==> config.mk <==
export PLATFORM = sky130hd
export DESIGN_NAME = alu_cmd_driver
export DESIGN_NICKNAME = d
export VERILOG_FILES = /design/src/rtl/alu_pkg.sv /design/src/rtl/alu_cmd_driver_fifo.sv /design/src/rtl/alu_cmd_driver.sv
export SDC_FILE = /design/constraint.sdc
export NUM_CORES = 1
export LEC_CHECK = 0
export BUFFER_PORTS_ARGS = -buffer_cell sky130_fd_sc_hd__buf_2
export CAP_MARGIN = 10
export CORE_MARGIN = 2
export CORE_UTILIZATION = 60
export DETAILED_ROUTE_END_ITERATION = 16
export PLACE_DENSITY = 0.83
export RECOVER_POWER = 50
export SETUP_SLACK_MARGIN = 0.4
export SLEW_MARGIN = 20
export SYNTH_ARGS = -nofsm -noshare
export SYNTH_HDL_FRONTEND = slang
export SYNTH_SLANG_ARGS = --single-unit
==> constraint.sdc <==
create_clock -name clk -period 3.22 [get_ports clk]
set_input_delay 0.161 -clock clk [delete_from_list [all_inputs] [get_ports clk]]
set_output_delay 0.161 -clock clk [all_outputs]
set_load 0.02 [all_outputs]
==> src/rtl/alu_pkg.sv <==
// ---------------------------------------------------------------------------
// alu_pkg
//   Shared types for the ALU command driver.
//   - alu_op_e  : 2-bit opcode understood by the combinational ALU
//   - alu_cmd_t : {op, a, b} command record (layout at the default width)
//   - state_e   : issue/capture sequencer states of alu_cmd_driver
// ---------------------------------------------------------------------------
package alu_pkg;

  localparam int ALU_W = 8;

  typedef enum logic [1:0] {
    OP_ADD = 2'd0,
    OP_SUB = 2'd1,
    OP_AND = 2'd2,
    OP_OR  = 2'd3
  } alu_op_e;

  // The driver itself is width-parameterised and stores commands as the flat
  // concatenation {op, a, b}; this record names that same layout.
  typedef struct packed {
    alu_op_e            op;
    logic [ALU_W-1:0]   a;
    logic [ALU_W-1:0]   b;
  } alu_cmd_t;

  typedef enum logic [1:0] {
    IDLE  = 2'd0,
    ISSUE = 2'd1,
    HOLD  = 2'd2
  } state_e;

endpackage

==> src/rtl/alu_cmd_driver_fifo.sv <==
// ---------------------------------------------------------------------------
// cmd_fifo
//   Synchronous command FIFO holding flat {op, a, b} records.
//   Ports:
//     clk, nreset   clock, asynchronous active-low reset
//     push, din     write request / data (ignored while full)
//     pop, dout     read request (ignored while empty) / head entry
//     full, empty   occupancy flags
//     count         occupancy, 0..DEPTH
// ---------------------------------------------------------------------------
module cmd_fifo #(
  parameter int W     = 8,
  parameter int DEPTH = 4
) (
  input  logic                       clk,
  input  logic                       nreset,
  input  logic                       push,
  input  logic [2+2*W-1:0]           din,
  input  logic                       pop,
  output logic [2+2*W-1:0]           dout,
  output logic                       full,
  output logic                       empty,
  output logic [$clog2(DEPTH):0]     count
);

  localparam int DW = 2 + 2 * W;
  localparam int AW = $clog2(DEPTH);
  localparam int CW = AW + 1;

  logic [DW-1:0] mem [DEPTH];
  logic [AW-1:0] wr_ptr;
  logic [AW-1:0] rd_ptr;
  logic          do_push;
  logic          do_pop;

  assign full    = (count == CW'(DEPTH));
  assign empty   = (count == '0);
  assign do_push = push && !full;
  assign do_pop  = pop && !empty;
  assign dout    = mem[rd_ptr];

  // NOTE: the storage array is deliberately not reset; only entries between
  // rd_ptr and wr_ptr are ever read, and that range is empty after reset.
  always_ff @(posedge clk) begin
    if (do_push) mem[wr_ptr] <= din;
  end

  // DEPTH is a power of two, so the pointers wrap naturally.
  always_ff @(posedge clk or negedge nreset) begin
    if (!nreset) begin
      wr_ptr <= '0;
      rd_ptr <= '0;
      count  <= '0;
    end else begin
      if (do_push) wr_ptr <= wr_ptr + 1'b1;
      if (do_pop)  rd_ptr <= rd_ptr + 1'b1;
      case ({do_push, do_pop})
        2'b10:   count <= count + 1'b1;
        2'b01:   count <= count - 1'b1;
        default: ;
      endcase
    end
  end

endmodule

==> src/rtl/alu_cmd_driver.sv <==
// ---------------------------------------------------------------------------
// alu_cmd_driver
//   Initiator for a combinational 2-bit-opcode ALU. Commands arrive on a
//   valid/ready stream, are queued, issued one at a time on registered
//   alu_op/a/b, and each result is returned in order on a valid/ready stream.
//   Ports:
//     clk, nreset                      clock, asynchronous active-low reset
//     cmd_valid/ready, cmd_op/a/b      command stream
//     alu_op/a/b (out), alu_out (in)   ALU operand bus and its result
//     rsp_valid/ready, rsp_data/op/zero response stream
//     count                            queued commands, 0..DEPTH
// ---------------------------------------------------------------------------
module alu_cmd_driver
  import alu_pkg::*;
#(
  parameter int W     = 8,
  parameter int DEPTH = 4
) (
  input  logic                    clk,
  input  logic                    nreset,
  input  logic                    cmd_valid,
  output logic                    cmd_ready,
  input  logic [1:0]              cmd_op,
  input  logic [W-1:0]            cmd_a,
  input  logic [W-1:0]            cmd_b,
  output logic [1:0]              alu_op,
  output logic [W-1:0]            alu_a,
  output logic [W-1:0]            alu_b,
  input  logic [W-1:0]            alu_out,
  output logic                    rsp_valid,
  input  logic                    rsp_ready,
  output logic [W-1:0]            rsp_data,
  output logic [1:0]              rsp_op,
  output logic                    rsp_zero,
  output logic [$clog2(DEPTH):0]  count
);

  localparam int DW = 2 + 2 * W;

  state_e        state_q;
  state_e        state_d;
  logic          fifo_full;
  logic          fifo_empty;
  logic [DW-1:0] fifo_dout;
  logic          pop;
  logic          capture;
  logic          rsp_clear;

  // A full FIFO refuses a push even when a pop frees a slot that same cycle.
  assign cmd_ready = !fifo_full;

  cmd_fifo #(
    .W     (W),
    .DEPTH (DEPTH)
  ) u_fifo (
    .clk    (clk),
    .nreset (nreset),
    .push   (cmd_valid),
    .din    ({cmd_op, cmd_a, cmd_b}),
    .pop    (pop),
    .dout   (fifo_dout),
    .full   (fifo_full),
    .empty  (fifo_empty),
    .count  (count)
  );

  // NOTE: every clocked register uses non-blocking assignment so all flops
  // update from pre-edge values regardless of process ordering.
  always_ff @(posedge clk or negedge nreset) begin
    if (!nreset) state_q <= IDLE;
    else         state_q <= state_d;
  end

  // NOTE: default assignment first, so no path through the case leaves
  // state_d unassigned and no latch is inferred.
  always_comb begin
    state_d = state_q;
    case (state_q)
      IDLE:    if (!fifo_empty) state_d = ISSUE;
      ISSUE:   state_d = HOLD;
      HOLD:    if (rsp_ready) state_d = fifo_empty ? IDLE : ISSUE;
      default: state_d = IDLE;
    endcase
  end

  // Control strobes: pop loads the ALU bus, capture samples the ALU result,
  // rsp_clear retires the held response on its handshake.
  always_comb begin
    pop       = 1'b0;
    capture   = 1'b0;
    rsp_clear = 1'b0;
    case (state_q)
      IDLE:  pop = !fifo_empty;
      ISSUE: capture = 1'b1;
      HOLD: begin
        if (rsp_ready) begin
          rsp_clear = 1'b1;
          pop       = !fifo_empty;
        end
      end
      default: ;
    endcase
  end

  always_ff @(posedge clk or negedge nreset) begin
    if (!nreset) begin
      alu_op    <= '0;
      alu_a     <= '0;
      alu_b     <= '0;
      rsp_valid <= 1'b0;
      rsp_data  <= '0;
      rsp_op    <= '0;
      rsp_zero  <= 1'b0;
    end else begin
      // The ALU bus only moves on a pop, otherwise it holds the last command.
      if (pop) {alu_op, alu_a, alu_b} <= fifo_dout;
      if (capture) begin
        rsp_data  <= alu_out;
        rsp_op    <= alu_op;
        rsp_zero  <= (alu_out == '0);
        rsp_valid <= 1'b1;
      end else if (rsp_clear) begin
        rsp_valid <= 1'b0;
      end
    end
  end

endmodule

==> metrics.yaml <==
global_route:
  grt_pass1_vias: 2171
  antenna_found_initial: 0
  grt-ovfl-total: 0
  grt_pass1_wl_um: 10800
  grt_max_degree: 40
  grt_use_total: 0.198
setup_path:
  cpPeakStageDelay_ns: 1.56
  cp_num_buf_inv: 2
  crit_path_top_delay_cell: "clkbuf_1"
  cp-start-kind: "primary input"
  criticalPathCategory: "in -> async"
  cp.required_ns: 3.25
  cp_top_family: "buffers and inverters"
  crit_path_max_fanout: 39
  cp_cell_sequence: "dlygate4sd3_1, clkbuf_1"
  critPathCaptureType: "async pin"
  critPathArrivalTime_ns: 2.26
cts:
  cts_sinks: 111
  post_cts_buffers: 0
  root_buffer: "clkbuf_8"
  clockBufferDepth: 2
  h-tree-depth: 3
  clk_pin_slew_ns: 0.10
  clock_latency_ns: 0.36
  cts_buffers: 9
  cts_tree: "yes"
cells_and_area:
  drive_above_1_share: 0.282
  stdcell_count: 387
  diodes: 0
  syn_to_final_growth_pct: 14.2
  layout.nets: 322
yosys:
  synthDistinctLibCells: 26
  synth_edf_count: 72
  ys_seq_elements: 111
  synthesis.area_um2: 4240
  async_flop_share: 0.351
  synth_area_leaders: "edfxtp_1 51%, dfrtp_1 23%, mux4_2 9.6%, mux2_2 7.4%, ha_1 1.5%"
  yosysMostFrequentCell: "edfxtp_1"
  yosys.area.top_type_share: 0.510
  synthCells: 208
  synth.top_cells.by_count: "72 x edfxtp_1, 39 x dfrtp_1, 28 x mux2_2, 18 x mux4_2, 7 x inv_1"
  seq_area_frac_synth: 0.741
  syn_avg_cell_area_um2: 20.4
  yosys.area.top_type: "edfxtp_1"
  syn_nets: 244
  ys.flop_type: "edfxtp_1"
  ys_warn_count: 0
die:
  io_pins: 64
  start_util: 0.623
  die_y_um: 88.0
  die_x_um: 88.0
  coreArea_um2: 6790
  row_count: 30
  die_area_um2: 7750
sta:
  setup_tns_ns: 0
  fin_crit_ns: 2.23
  tightest_slew_ns: 2.20
  rsz0062_at_grt: "no"
  fmax_mhz: 449
  drv_slew: 40
  hold_viol: 0
  relSlewSlack: -0.464
  fin_skew_ns: 0.0101
  setup_viol: 0
  fin_crit_sh: 0.692
route:
  dr.first_iter.drc_count: 85
  dr.pass1.iters: 4
  vias_per_cell: 5.51
  routed_wl_um: 6970
  wl_per_cell_um: 18.0
  vias: 2133
  drcViolationCount: 0
  postRouteAntennaNets: 0
place:
  io_buffers: 63
  gp_congestion: 0.695
  dp_cells: 362
  hpwlAfterDp_um: 4240
run_status:
  status: "finished, violations left"
  failed_checks: "capacitance limit, slew limit"
power:
  p_leak_nw: 1.75
  peakVddDrop_v: 0.000504
  power_density_nw_per_um2: 959
run:
  cap_viol_max_count: 1
worst_hold_path:
  hold_class: "in -> reg"
routing by layer:
layer	wire (um)	track usage
met1	2890	0.256
met2	3630	0.331
met3	355	0.0358
met4	99	0.0923
met5	0	0
state kept, by name (all words and copies together) (netlist names):
register,cells
rsp_op,2
u_fifo.wr_ptr,2
rsp_zero,1
state_q,2
u_fifo.mem,72
alu_op,2
u_fifo.rd_ptr,2
alu_b,8
rsp_valid,1
rsp_data,8
u_fifo.count,3
alu_a,8
logic make-up (layout without fill, tap and decap cells):
logic type / after synthesis / count (layout) / share of synthesized area
fa+ha+maj: 6 / 6 / 0.0195
mux: 48 / 48 / 0.176
flops: 111 / 111 / 0.741
xor+xnor: 6 / 6 / 0.0124
simple gates: 19 / 19 / 0.0290
buf+inv: 14 / 97 / 0.0174
compound gates: 4 / 4 / 0.00472
where the power goes:
group          internal (mW)  switching, mW
clock network          0.286          0.459
registers               1.98          0.281
logic                  0.777          0.855
total                   3.05           1.59
cell type report:
cell class | instances | area [um2]
Timing Repair Buffer | 74 | 357
Clock inverter | 6 | 46.3
Sequential cell | 111 | 3140
Clock buffer | 10 | 128
Fill cell | 455 | 1960
Tap cell | 96 | 120
Inverter | 7 | 26.3
Multi-Input combinational cell | 83 | 1020
layout by cell type, fill, tap and decap left out, types with 4 or more instances in the layout:
cell,count
clkbuf_8,9
buf_2,12
mux4_2,18
mux2_2,28
inv_1,7
ha_1,5
dfrtp_1,39
and3_2,4
edfxtp_1,72
xor2_1,4
clkbuf_1,52
dlygate4sd3_1,9
worst paths after layout:
| kind | start | endpoint | slack [ns] | cells past startpoint |
|---|---|---|---|---|
| max | nreset | state_q[1] | 0.99 | 2 |
| min in group asynchronous | nreset | alu_b[1] | 0.98 | 2 |
| max in group clk | u_fifo.count[0] | u_fifo.count[2] | 1.01 | 9 |
| min reg2reg | rsp_zero | rsp_zero | 0.49 | 2 |
| max reg2reg | u_fifo.count[0] | u_fifo.count[2] | 1.01 | 9 |
| min | alu_out[7] | rsp_data[7] | 0.04 | 2 |
stage by stage:
stage                     instance area (um2)  setup slack [ns]  hold slack (ns)  utilization  power, mW
after detailed placement                 4640              1.02            0.344        0.683       4.00
after global placement                   4640              1.09            0.333        0.683       3.94
after global routing                     4840             0.497           0.0398        0.712       4.91
final                                    4840             0.993           0.0411        0.712       4.64
after CTS                                4910             0.990         0.000444        0.722       4.73
after floorplan                          4240             0.986           -0.135            -       3.51
what timing repair did:
item / 4_1_cts / 5_1_grt
hold buffers: 9 / 0
endpoints found under the hold margin: 71 / 0
gates resized for setup: 0 / 0
No activity file was read; power rests on OpenSTA's default activity.
